### config.mk
export PLATFORM = sky130hd
export DESIGN_NAME = pll_lock_supervisor
export DESIGN_NICKNAME = d
export VERILOG_FILES = /design/src/rtl/pll_sup_pkg.sv /design/src/rtl/sync_2ff.sv /design/src/rtl/pll_lock_supervisor.sv
export SDC_FILE = /design/constraint.sdc
export NUM_CORES = 1
export LEC_CHECK = 0
export BUFFER_PORTS_ARGS = -buffer_cell sky130_fd_sc_hd__buf_4
export CAP_MARGIN = 20
export CORE_MARGIN = 8
export CORE_UTILIZATION = 40
export DETAILED_ROUTE_END_ITERATION = 10
export GPL_TIMING_DRIVEN = 0
export SLEW_MARGIN = 40
export SYNTH_ARGS = -nofsm -noshare
export SYNTH_HDL_FRONTEND = slang
export SYNTH_SLANG_ARGS = --single-unit
### constraint.sdc
create_clock -name refclk -period 2 [get_ports refclk]
set_input_delay 0.2 -clock refclk [delete_from_list [all_inputs] [get_ports refclk]]
set_output_delay 0.2 -clock refclk [all_outputs]
set_load 0.005 [all_outputs]
### src/rtl/pll_sup_pkg.sv
// Shared types and widths for the PLL lock supervisor.
package pll_sup_pkg;

  localparam int TIMEOUT_CNT_W = 4;
  localparam int LOSS_CNT_W    = 8;

  typedef enum logic [1:0] {
    ST_PLL_RST   = 2'd0,
    ST_WAIT_LOCK = 2'd1,
    ST_STABLE    = 2'd2,
    ST_RUN       = 2'd3
  } state_t;

  function automatic int max3(input int a, input int b, input int c);
    int m;
    m = (a > b) ? a : b;
    return (m > c) ? m : c;
  endfunction

endpackage

### src/rtl/sync_2ff.sv
// Two-flop synchronizer for a single asynchronous level signal.
module sync_2ff (
  input  logic clk,
  input  logic rst_n,
  input  logic d,
  output logic q
);

  logic [1:0] stage_reg;

  always_ff @(posedge clk or negedge rst_n) begin
    if (!rst_n) begin
      stage_reg <= '0;
    end else begin
      stage_reg <= {stage_reg[0], d};
    end
  end

  assign q = stage_reg[1];

endmodule

### src/rtl/pll_lock_supervisor.sv
// Sequences PLL reset, waits for a stable lock, then releases the core reset.
// Optional lock-loss counter enabled by defining PLL_SUP_LOSS_COUNT_EN.
module pll_lock_supervisor
  import pll_sup_pkg::*;
#(
  parameter int PLL_RST_CYCLES      = 16,
  parameter int LOCK_STABLE_CYCLES  = 1024,
  parameter int LOCK_TIMEOUT_CYCLES = 65536
) (
  input  logic                     refclk,
  input  logic                     rst_n,
  input  logic                     locked,
  output logic                     pll_rst,
  output logic                     core_reset_n,
  output logic                     ready,
  output logic [TIMEOUT_CNT_W-1:0] timeout_cnt,
  output logic [LOSS_CNT_W-1:0]    loss_cnt
);

  localparam int MAX_CYCLES = max3(PLL_RST_CYCLES, LOCK_STABLE_CYCLES, LOCK_TIMEOUT_CYCLES);
  localparam int CNT_W      = $clog2(MAX_CYCLES);

  localparam logic [CNT_W-1:0] RST_LAST     = CNT_W'(PLL_RST_CYCLES - 1);
  localparam logic [CNT_W-1:0] STABLE_LAST  = CNT_W'(LOCK_STABLE_CYCLES - 1);
  localparam logic [CNT_W-1:0] TIMEOUT_LAST = CNT_W'(LOCK_TIMEOUT_CYCLES - 1);

  logic                     locked_s;
  state_t                   state_reg, state_next;
  logic [CNT_W-1:0]         cnt_reg, cnt_next;
  logic [TIMEOUT_CNT_W-1:0] timeout_cnt_reg, timeout_cnt_next;
  logic                     pll_rst_reg, core_reset_n_reg, ready_reg;

  sync_2ff u_lock_sync (
    .clk   (refclk),
    .rst_n (rst_n),
    .d     (locked),
    .q     (locked_s)
  );

  // Counter only ever advances below its terminal value, so it cannot wrap.
  always_comb begin
    state_next       = state_reg;
    cnt_next         = cnt_reg;
    timeout_cnt_next = timeout_cnt_reg;
    case (state_reg)
      ST_PLL_RST: begin
        if (cnt_reg == RST_LAST) begin
          state_next = ST_WAIT_LOCK;
          cnt_next   = '0;
        end else begin
          cnt_next = cnt_reg + CNT_W'(1);
        end
      end
      ST_WAIT_LOCK: begin
        if (locked_s) begin
          state_next = ST_STABLE;
          cnt_next   = '0;
        end else if (cnt_reg == TIMEOUT_LAST) begin
          state_next = ST_PLL_RST;
          cnt_next   = '0;
          if (timeout_cnt_reg != '1) begin
            timeout_cnt_next = timeout_cnt_reg + TIMEOUT_CNT_W'(1);
          end
        end else begin
          cnt_next = cnt_reg + CNT_W'(1);
        end
      end
      ST_STABLE: begin
        // A lock drop wins over reaching the stable count.
        if (!locked_s) begin
          state_next = ST_WAIT_LOCK;
          cnt_next   = '0;
        end else if (cnt_reg == STABLE_LAST) begin
          state_next = ST_RUN;
          cnt_next   = '0;
        end else begin
          cnt_next = cnt_reg + CNT_W'(1);
        end
      end
      ST_RUN: begin
        cnt_next = '0;
        if (!locked_s) begin
          state_next = ST_PLL_RST;
        end
      end
      default: begin
        state_next = ST_PLL_RST;
        cnt_next   = '0;
      end
    endcase
  end

  // Outputs decode the next state so they change on the same edge as the state.
  always_ff @(posedge refclk or negedge rst_n) begin
    if (!rst_n) begin
      state_reg        <= ST_PLL_RST;
      cnt_reg          <= '0;
      timeout_cnt_reg  <= '0;
      pll_rst_reg      <= 1'b1;
      core_reset_n_reg <= 1'b0;
      ready_reg        <= 1'b0;
    end else begin
      state_reg        <= state_next;
      cnt_reg          <= cnt_next;
      timeout_cnt_reg  <= timeout_cnt_next;
      pll_rst_reg      <= (state_next == ST_PLL_RST);
      core_reset_n_reg <= (state_next == ST_RUN);
      ready_reg        <= (state_next == ST_RUN);
    end
  end

  assign pll_rst      = pll_rst_reg;
  assign core_reset_n = core_reset_n_reg;
  assign ready        = ready_reg;
  assign timeout_cnt  = timeout_cnt_reg;

`ifdef PLL_SUP_LOSS_COUNT_EN
  logic [LOSS_CNT_W-1:0] loss_cnt_reg;

  always_ff @(posedge refclk or negedge rst_n) begin
    if (!rst_n) begin
      loss_cnt_reg <= '0;
    end else if (state_reg == ST_RUN && state_next == ST_PLL_RST && loss_cnt_reg != '1) begin
      loss_cnt_reg <= loss_cnt_reg + LOSS_CNT_W'(1);
    end
  end

  assign loss_cnt = loss_cnt_reg;
`else
  assign loss_cnt = '0;
`endif

endmodule

==> out/qor.log, run 1 <==
[synthesis] share of the synthesized netlist area taken by xor and xnor gates 0.112
[grt] maximum number of pins on one net before global-route repair 27
[routing] met3 routed WL 104 µm
[pwr] static leakage 0.724 nW
[cts] H-tree lvl count 1
[synthesis] total standard cell area after synthesis 0.00133 mm²
[placement] placed inst area 0.00148 mm²
[placement] gpl congestion 0.815
[floorplan] Core Area 0.00326 mm²
[sta] final setup TNS 0 ps
[routing] routed vias/inst 4.71
[placement] dpl cells 185
[cells_and_area] number of standard cells in the final layout excluding fillers 193
[synthesis] area fraction in compound gates after synthesis 0.0536
[synthesis] main combinational cell family by area after synthesis simple AND/OR/NAND/NOR gates
[synthesis] multiplexer share of the synthesized area 0.00846
[cts] sink count of the clock tree 26
[sta] setup violation total in the final timing report 0
[floorplan] width of the die 73.7 µm
[sta] max frequency 0.526 GHz
[synthesis] Netlist cell types 35
[setup_path] Setup crit end kind flip-flop
[synthesis] Avg Synthesized Cell Area 10.8 µm²
[routing] uppermost layer routed met4
[sta] post-layout min period 1900 ps
[synthesis] post-synthesis simple-gate area fraction 0.235
[cts] clock transition at the register clock pins on the worst setup and hold paths after CTS 140 ps
[floorplan] initial cell density of the core 0.409
[grt] global-route wire length before repair 3850 µm
[outcome] run status complete, no violations
[setup_path] signal arrival time at the worst endpoint 2150 ps
[sta] Fin. Hold Viols 0
[placement] number of input and output port buffers inserted 9
[setup_path] highest-delay cell along the critical path dfrtp_1
[floorplan] total number of placement rows 21
[grt] via count of the first global-routing pass 858
[cells_and_area] fin util 0.476
[pwr] overall power after layout 1.25 mW
[routing] initial drt markers 39
[pwr] worst vdd rail ir drop 0.401 mV
[setup_path] critical path required time 2250 ps
[synthesis] cell type with the largest total area after synthesis dfrtp_1
[cts] CTS buffer count 3
[synthesis] ranking of synthesized cells by area dfrtp_1 47%, xnor2_1 6.6%, buf_4 5.1%, xor2_1 4.6%, nor2_2 4.2%
[grt] total track usage 0.0898
[synthesis] fraction of post-synthesis cell area in the top cell type by area 0.470
[floorplan] number of top-level pins 18
[synthesis] sequential area share after synthesis 0.490
[floorplan] Die Y 73.7 µm
[cells_and_area] Layout Nets 153
[hold_path] worst hold path type input pin to async pin
[routing] total wirelength of the detailed-routed design 2300 µm
[cells_and_area] Layout Cell Area excl Fill 0.00155 mm²
[setup_path] Worst Setup Start Kind flip-flop
[setup_path] critical path class flip-flop to flip-flop
[cells_and_area] fill count 335
[routing] detailed-route via count 909
[floorplan] die area 0.00543 mm²
[synthesis] flop and latch count out of synthesis 26
[cells_and_area] antenna fix cells 0
[pwr] Power Dens Cells 808 mW/mm²
[setup_path] maximum cell stage delay along the critical path 410 ps
[cells_and_area] Layout Area Growth over Synthesis 16.5%
[grt] antenna violations before repair 0
[cts] insertion delay of the later-clocked pin in the worst-skew pair 310 ps
[routing] number of iterations in the first detailed-routing pass 4
[sta] final period utilization 0.950
[synthesis] post-synthesis share of cell area spent on full adders, half adders and majority gates 0.0188
[setup_path] biggest fanout along the worst timing path 10
[routing] met2 wirelength from detailed routing 1140 µm
[synthesis] total of warnings raised by yosys 0
[sta] Worst Clk Skew 12.7 ps
[routing] remaining design rule violation count 0
[cells_and_area] flip-flop count of the largest register after layout 16
[grt] grt ovf 0
[sta] RSZ-0062 raised after global routing false
[routing] remaining number of nets flagged by the antenna check after routing 0
[sta] max-slew violation count 0
[setup_path] worst path cell trace ha_2 > and2_1 > and4_4 > buf_6 > a311o_1 > o211a_4 > buf_8 > nor2_2
[placement] dpl hpwl 1710 µm
[job] max capacitance violation total 0
[routing] metal1 wirelength 1040 µm
[synthesis] Synth Instances 123
[cts] master cell of the clock root buffer clkbuf_4
[cts] maximum buffer depth of the clock tree 2
[routing] routed wirelength normalized by instance count 11.9 µm
[cells_and_area] fraction of layout instances using a drive strength above 1 0.293
[cts] TritonCTS clock tree built
-- power breakdown --
part           switching [mW]  internal [mW]
combinational           0.193          0.191
sequential             0.0522          0.593
clock                   0.147         0.0778
-- logic make-up after synthesis --
logic type | after synthesis
buffers and inverters | 14
and+or+nand+nor | 53
muxes | 1
adders and majority gates | 2
DFF | 26
AOI/OAI and AO/OA | 9
other | 1
xor gates and xnor gates | 17
-- cell type report --
class	count	area (µm²)	share of cell area
buffer	12	98.8	0.0637
clock buffer	4	26.3	0.0169
inverter	2	7.51	0.00484
multi-input combinational	90	607	0.391
sequential	26	652	0.420
tap	46	57.6	0.0371
timing repair buffer	13	103	0.0661
-- repair_timing --
action                     4_1_cts  5_1_grt
buffers inserted                 1        1
gates resized for setup          0        2
gates cloned                     0        0
setup endpoints to repair       10       10
hold buffers                     2        0
pin swaps                        0        1
hold endpoints to repair        26        0
-- critical path, delay by kind of cell (launching register included) --
family / cells / cell delay [ps]
buffers and inverters: 2 / 280
AOI/OAI and AO/OA: 2 / 470
adders and majority gates: 1 / 210
DFF: 1 / 410
and+or+nand+nor: 3 / 480
-- metrics by stage --
step                setup WS (ps)  hold slack, ps
global placement             16.7             127
floorplan                     134           -95.6
detailed placement          -2.84             125
finish                       99.6             315
global route                 24.9             327
CTS                          1.46             318
-- worst paths after layout --
kind / start / endpoint / slack (ps) / depth (start not counted)
max: cnt_reg[0] / cnt_reg[14] / 100 / 8
min: rst_n / state_reg[1] / 320 / 2
max reg2reg: cnt_reg[0] / cnt_reg[14] / 100 / 8
min reg2reg: u_lock_sync.stage_reg[0] / u_lock_sync.stage_reg[1] / 370 / 0
max in group asynchronous: rst_n / pll_rst / 1380 / 2
min in group refclk: u_lock_sync.stage_reg[0] / u_lock_sync.stage_reg[1] / 370 / 0
-- routing by layer --
metal	vias up	global-route usage
met5	-	0
met4	0	0.0333
met3	2	0.0218
met2	13	0.148
met1	440	0.110
li1	454	-
-- synthesized netlist by cell type --
library cell and n:
nor4_1 3, ha_1 2, buf_8 1, buf_6 1
a31oi_1 1, nor2_1 10, xnor2_1 10, nor2_4 1
xor2_1 7, and2_1 1, nor2_2 9, conb_1 1
o21ai_0 2, nand2b_1 1, nand2_1 6, nor2b_1 2
inv_1 2, o211ai_1 1, and4_4 2, and4_1 3
a311o_1 1, nor3b_1 1, dfstp_2 1, buf_2 1
dfrtp_1 25, or3b_1 1, nand4_1 4, a211oi_1 1
and3_1 5, buf_4 9, o211a_4 1, nand3_1 4
mux2_2 1, a21oi_1 1, a21boi_0 1
-- cells in the final DEF (no fill, tap or decap), drive strengths merged, types with 2 or more instances in the layout --
cell / Yosys / routed
nor4: 3 / 3
clkbuf: 0 / 4
xor2: 7 / 7
nand2: 6 / 6
nand4: 4 / 4
conb: 1 / 8
ha: 2 / 2
dfrtp: 25 / 25
and4: 5 / 5
nor2b: 2 / 2
nand3: 4 / 4
and3: 5 / 5
xnor2: 10 / 10
o21ai: 2 / 2
nor2: 20 / 20
buf: 12 / 23
dlygate4sd3: 0 / 2
inv: 2 / 2
Note: power is estimated with default switching activity, not from simulation.
==> run 2: changes to the inputs <==
--- a/config.mk
+++ b/config.mk
@@ -14,4 +14,5 @@
 export SLEW_MARGIN = 40
 export SYNTH_ARGS = -nofsm -noshare
 export SYNTH_HDL_FRONTEND = slang
+export SYNTH_HIERARCHICAL = 1
 export SYNTH_SLANG_ARGS = --single-unit
==> out/qor.log, run 2 <==
[floorplan] initial cell density of the core 0.414
[grt] via count of the first global-routing pass 1030
[synthesis] flop and latch count out of synthesis 26
[outcome] run status complete, no violations
[floorplan] width of the die 74.7 µm
[grt] maximum number of pins on one net before global-route repair 27
[cts] sink count of the clock tree 26
[cells_and_area] fill count 319
[setup_path] maximum cell stage delay along the critical path 440 ps
[cts] TritonCTS clock tree built
[synthesis] Async SR Flop Fraction 1.00
[routing] initial drt markers 54
[synthesis] leading register cell type out of synthesis dfrtp_1
[placement] gpl congestion 0.861
[cts] H-tree lvl count 1
[placement] dpl hpwl 1940 µm
[grt] global-route wire length before repair 4680 µm
[synthesis] total of warnings raised by yosys 6
[floorplan] Core Area 0.00334 mm²
[synthesis] post-synthesis simple-gate area fraction 0.226
[sta] Worst Clk Skew 12.3 ps
[floorplan] total number of placement rows 21
[setup_path] critical path class flip-flop to flip-flop
[setup_path] biggest fanout along the worst timing path 4
[pwr] Seq pwr share 0.475
[hold_path] worst hold path type input pin to async pin
[cts] maximum buffer depth of the clock tree 2
[cells_and_area] most frequent cells in the layout 28 x buf_4, 21 x dfrtp_1, 11 x a21oi_1, 11 x xnor2_1
[grt] grt ovf 0
[setup_path] critical path's most frequent cell buf_4
[synthesis] fraction of post-synthesis cell area in the top cell type by area 0.453
[setup_path] worst path cell trace ha_4 > nand4_1 > nor4_4 > buf_4 > a2bb2oi_4 > buf_4 > a22oi_1
[cells_and_area] number of standard cells in the final layout excluding fillers 210
[routing] detailed-route via count 1085
[routing] number of iterations in the first detailed-routing pass 4
[pwr] power spent charging and discharging nets 0.522 mW
[pwr] worst vdd rail ir drop 0.773 mV
[routing] routed vias/inst 5.17
[pwr] fraction of power consumed by combinational cells 0.368
[cells_and_area] antenna fix cells 0
[synthesis] Avg Synthesized Cell Area 10.5 µm²
[placement] number of input and output port buffers inserted 9
[cells_and_area] fraction of layout instances using a drive strength above 1 0.311
[synthesis] post-synthesis share of cell area spent on full adders, half adders and majority gates 0.0181
[synthesis] Netlist cell types 39
[synthesis] main combinational cell family by area after synthesis simple AND/OR/NAND/NOR gates
[setup_path] Worst Setup Start Kind flip-flop
[setup_path] worst-case reg-to-reg path depth 7
[sta] setup violation total in the final timing report 0
[cells_and_area] register cell area after layout 657 µm²
[synthesis] area fraction in compound gates after synthesis 0.115
[grt] antenna violations before repair 0
[setup_path] critical path required time 2200 ps
[setup_path] highest-delay cell along the critical path dfrtp_1
[floorplan] Die Y 74.7 µm
[setup_path] kind of cell adding the most delay to the critical path simple AND/OR/NAND/NOR gates
[setup_path] total number of cells along the worst setup path 7
[setup_path] signal arrival time at the worst endpoint 2150 ps
[synthesis] share of the synthesized netlist area taken by xor and xnor gates 0.0888
[cells_and_area] most frequent standard cell in the layout excluding fill and tap cells buf_4
[synthesis] top-count cell post-synth dfrtp_1
[routing] routed wirelength normalized by instance count 13.8 µm
[routing] remaining design rule violation count 0
[sta] max-slew violation count 0
[setup_path] setup slack, reg-to-reg 50 ps
[routing] remaining number of nets flagged by the antenna check after routing 0
[synthesis] sequential area share after synthesis 0.472
[sta] final period utilization 0.973
[cells_and_area] flip-flop count of the largest register after layout 16
[sta] Worst Hold Slack 297 ps
[cts] clock transition at the register clock pins on the worst setup and hold paths after CTS 140 ps
[pwr] static leakage 0.797 nW
[cts] insertion delay of the later-clocked pin in the worst-skew pair 320 ps
[sta] Fin. Hold Viols 0
[cells_and_area] multi-input gate area in the final layout 699 µm²
[synthesis] Synth Instances 132
[setup_path] total buffers and inverters traversed by the critical path 2
[cts] master cell of the clock root buffer clkbuf_4
[setup_path] Setup crit end kind flip-flop
[sta] max frequency 0.514 GHz
[synthesis] number of flops mapped to enable cells by yosys 0
[routing] total wirelength of the detailed-routed design 2900 µm
[synthesis] cell type with the largest total area after synthesis dfrtp_1
[floorplan] number of top-level pins 18
[cts] CTS buffer count 3
[synthesis] ranking of synthesized cells by area dfrtp_1 45%, xnor2_1 7.0%, buf_4 5.4%, a21oi_1 4.0%, nand3_1 3.3%
[floorplan] die area 0.00559 mm²
[pwr] proportion of power drawn by the clock network 0.157
[pwr] Int Pwr 0.944 mW
[synthesis] multiplexer share of the synthesized area 0.00816
[sta] post-layout min period 1950 ps
[pwr] Power Dens Cells 860 mW/mm²
[setup_path] beginning of the worst register-to-register path cnt_reg[1]
[cells_and_area] Layout Nets 170
[grt] total track usage 0.107
[cells_and_area] Layout Area Growth over Synthesis 23.6%
[job] max capacitance violation total 0
[synthesis] commonest cells in the synthesized netlist 25 x dfrtp_1, 11 x a21oi_1, 11 x xnor2_1, 10 x buf_4
[placement] dpl cells 194
[synthesis] total standard cell area after synthesis 0.00138 mm²
[setup_path] FF-to-FF End cnt_reg[11]
[pwr] switch share 0.356
[run 2: repair_timing]
item                                    in CTS  in global routing
pin swaps                                    1                  5
hold buffers                                 2                  0
setup buffers                                3                  7
endpoints found under the setup margin      15                 14
gates resized for setup                      3                 11
endpoints found under the hold margin       26                  0
[run 2: power groups by stage]
| stage | Combinational [mW] | Sequential, mW | Clock [mW] |
|---|---|---|---|
| detailed placement | 0.384 | 0.690 | 0 |
| CTS | 0.418 | 0.679 | 0.240 |
| floorplan | 0.277 | 0.673 | 0 |
| global route | 0.595 | 0.706 | 0.271 |
| global placement | 0.373 | 0.689 | 0 |
| finish | 0.540 | 0.696 | 0.231 |
[run 2: logic make-up after synthesis]
family | Yosys count
xor+xnor | 14
compound gates | 25
simple gates | 48
other cells | 1
flops | 26
fa+ha+maj | 2
buf+inv | 15
mux | 1
[run 2: how the worst max path moves through the flow]
stage	startpoint	endpoint
after floorplan	cnt_reg[0]	cnt_reg[0]
after detailed placement	cnt_reg[0]	cnt_reg[5]
after global placement	cnt_reg[0]	cnt_reg[5]
after CTS	cnt_reg[5]	cnt_reg[15]
final	cnt_reg[1]	cnt_reg[11]
after global routing	cnt_reg[1]	cnt_reg[13]
[run 2: per-layer routing]
layer | wire length [µm] | GRT usage | vias up | share of wire
li1 | - | - | 536 | -
met1 | 1340 | 0.127 | 539 | 0.46
met2 | 1470 | 0.188 | 10 | 0.50
met3 | 98 | 0.0280 | 0 | 0.034
met4 | 0 | 0.0217 | 0 | 0
met5 | 0 | 0 | - | 0
[run 2: worst reg2reg max path, delay by kind of cell, from the launching register on]
kind,cells,cell delay [ps]
compound gates,2,260
buf+inv,2,340
flops,1,440
simple gates,2,610
fa+ha+maj,1,170
[run 2: final cells by class]
class	instances	area share
multi-input combinational	98	0.410
sequential	26	0.385
timing repair buffer	21	0.0954
buffer	12	0.0536
tap	46	0.0337
clock buffer	4	0.0154
inverter	3	0.00660
[run 2: stage by stage]
stage                     utilization  instance area, µm²  TNS [ps]  worst slack (ps)  total power [mW]
after global routing            0.511                1710      -182             -21.7              1.57
after global placement          0.459                1530     -5610              -437              1.06
after floorplan                     -                1410         0              39.1             0.950
final                           0.511                1710         0              54.9              1.47
after CTS                       0.485                1620         0              14.0              1.34
after detailed placement        0.459                1530     -6350              -489              1.07
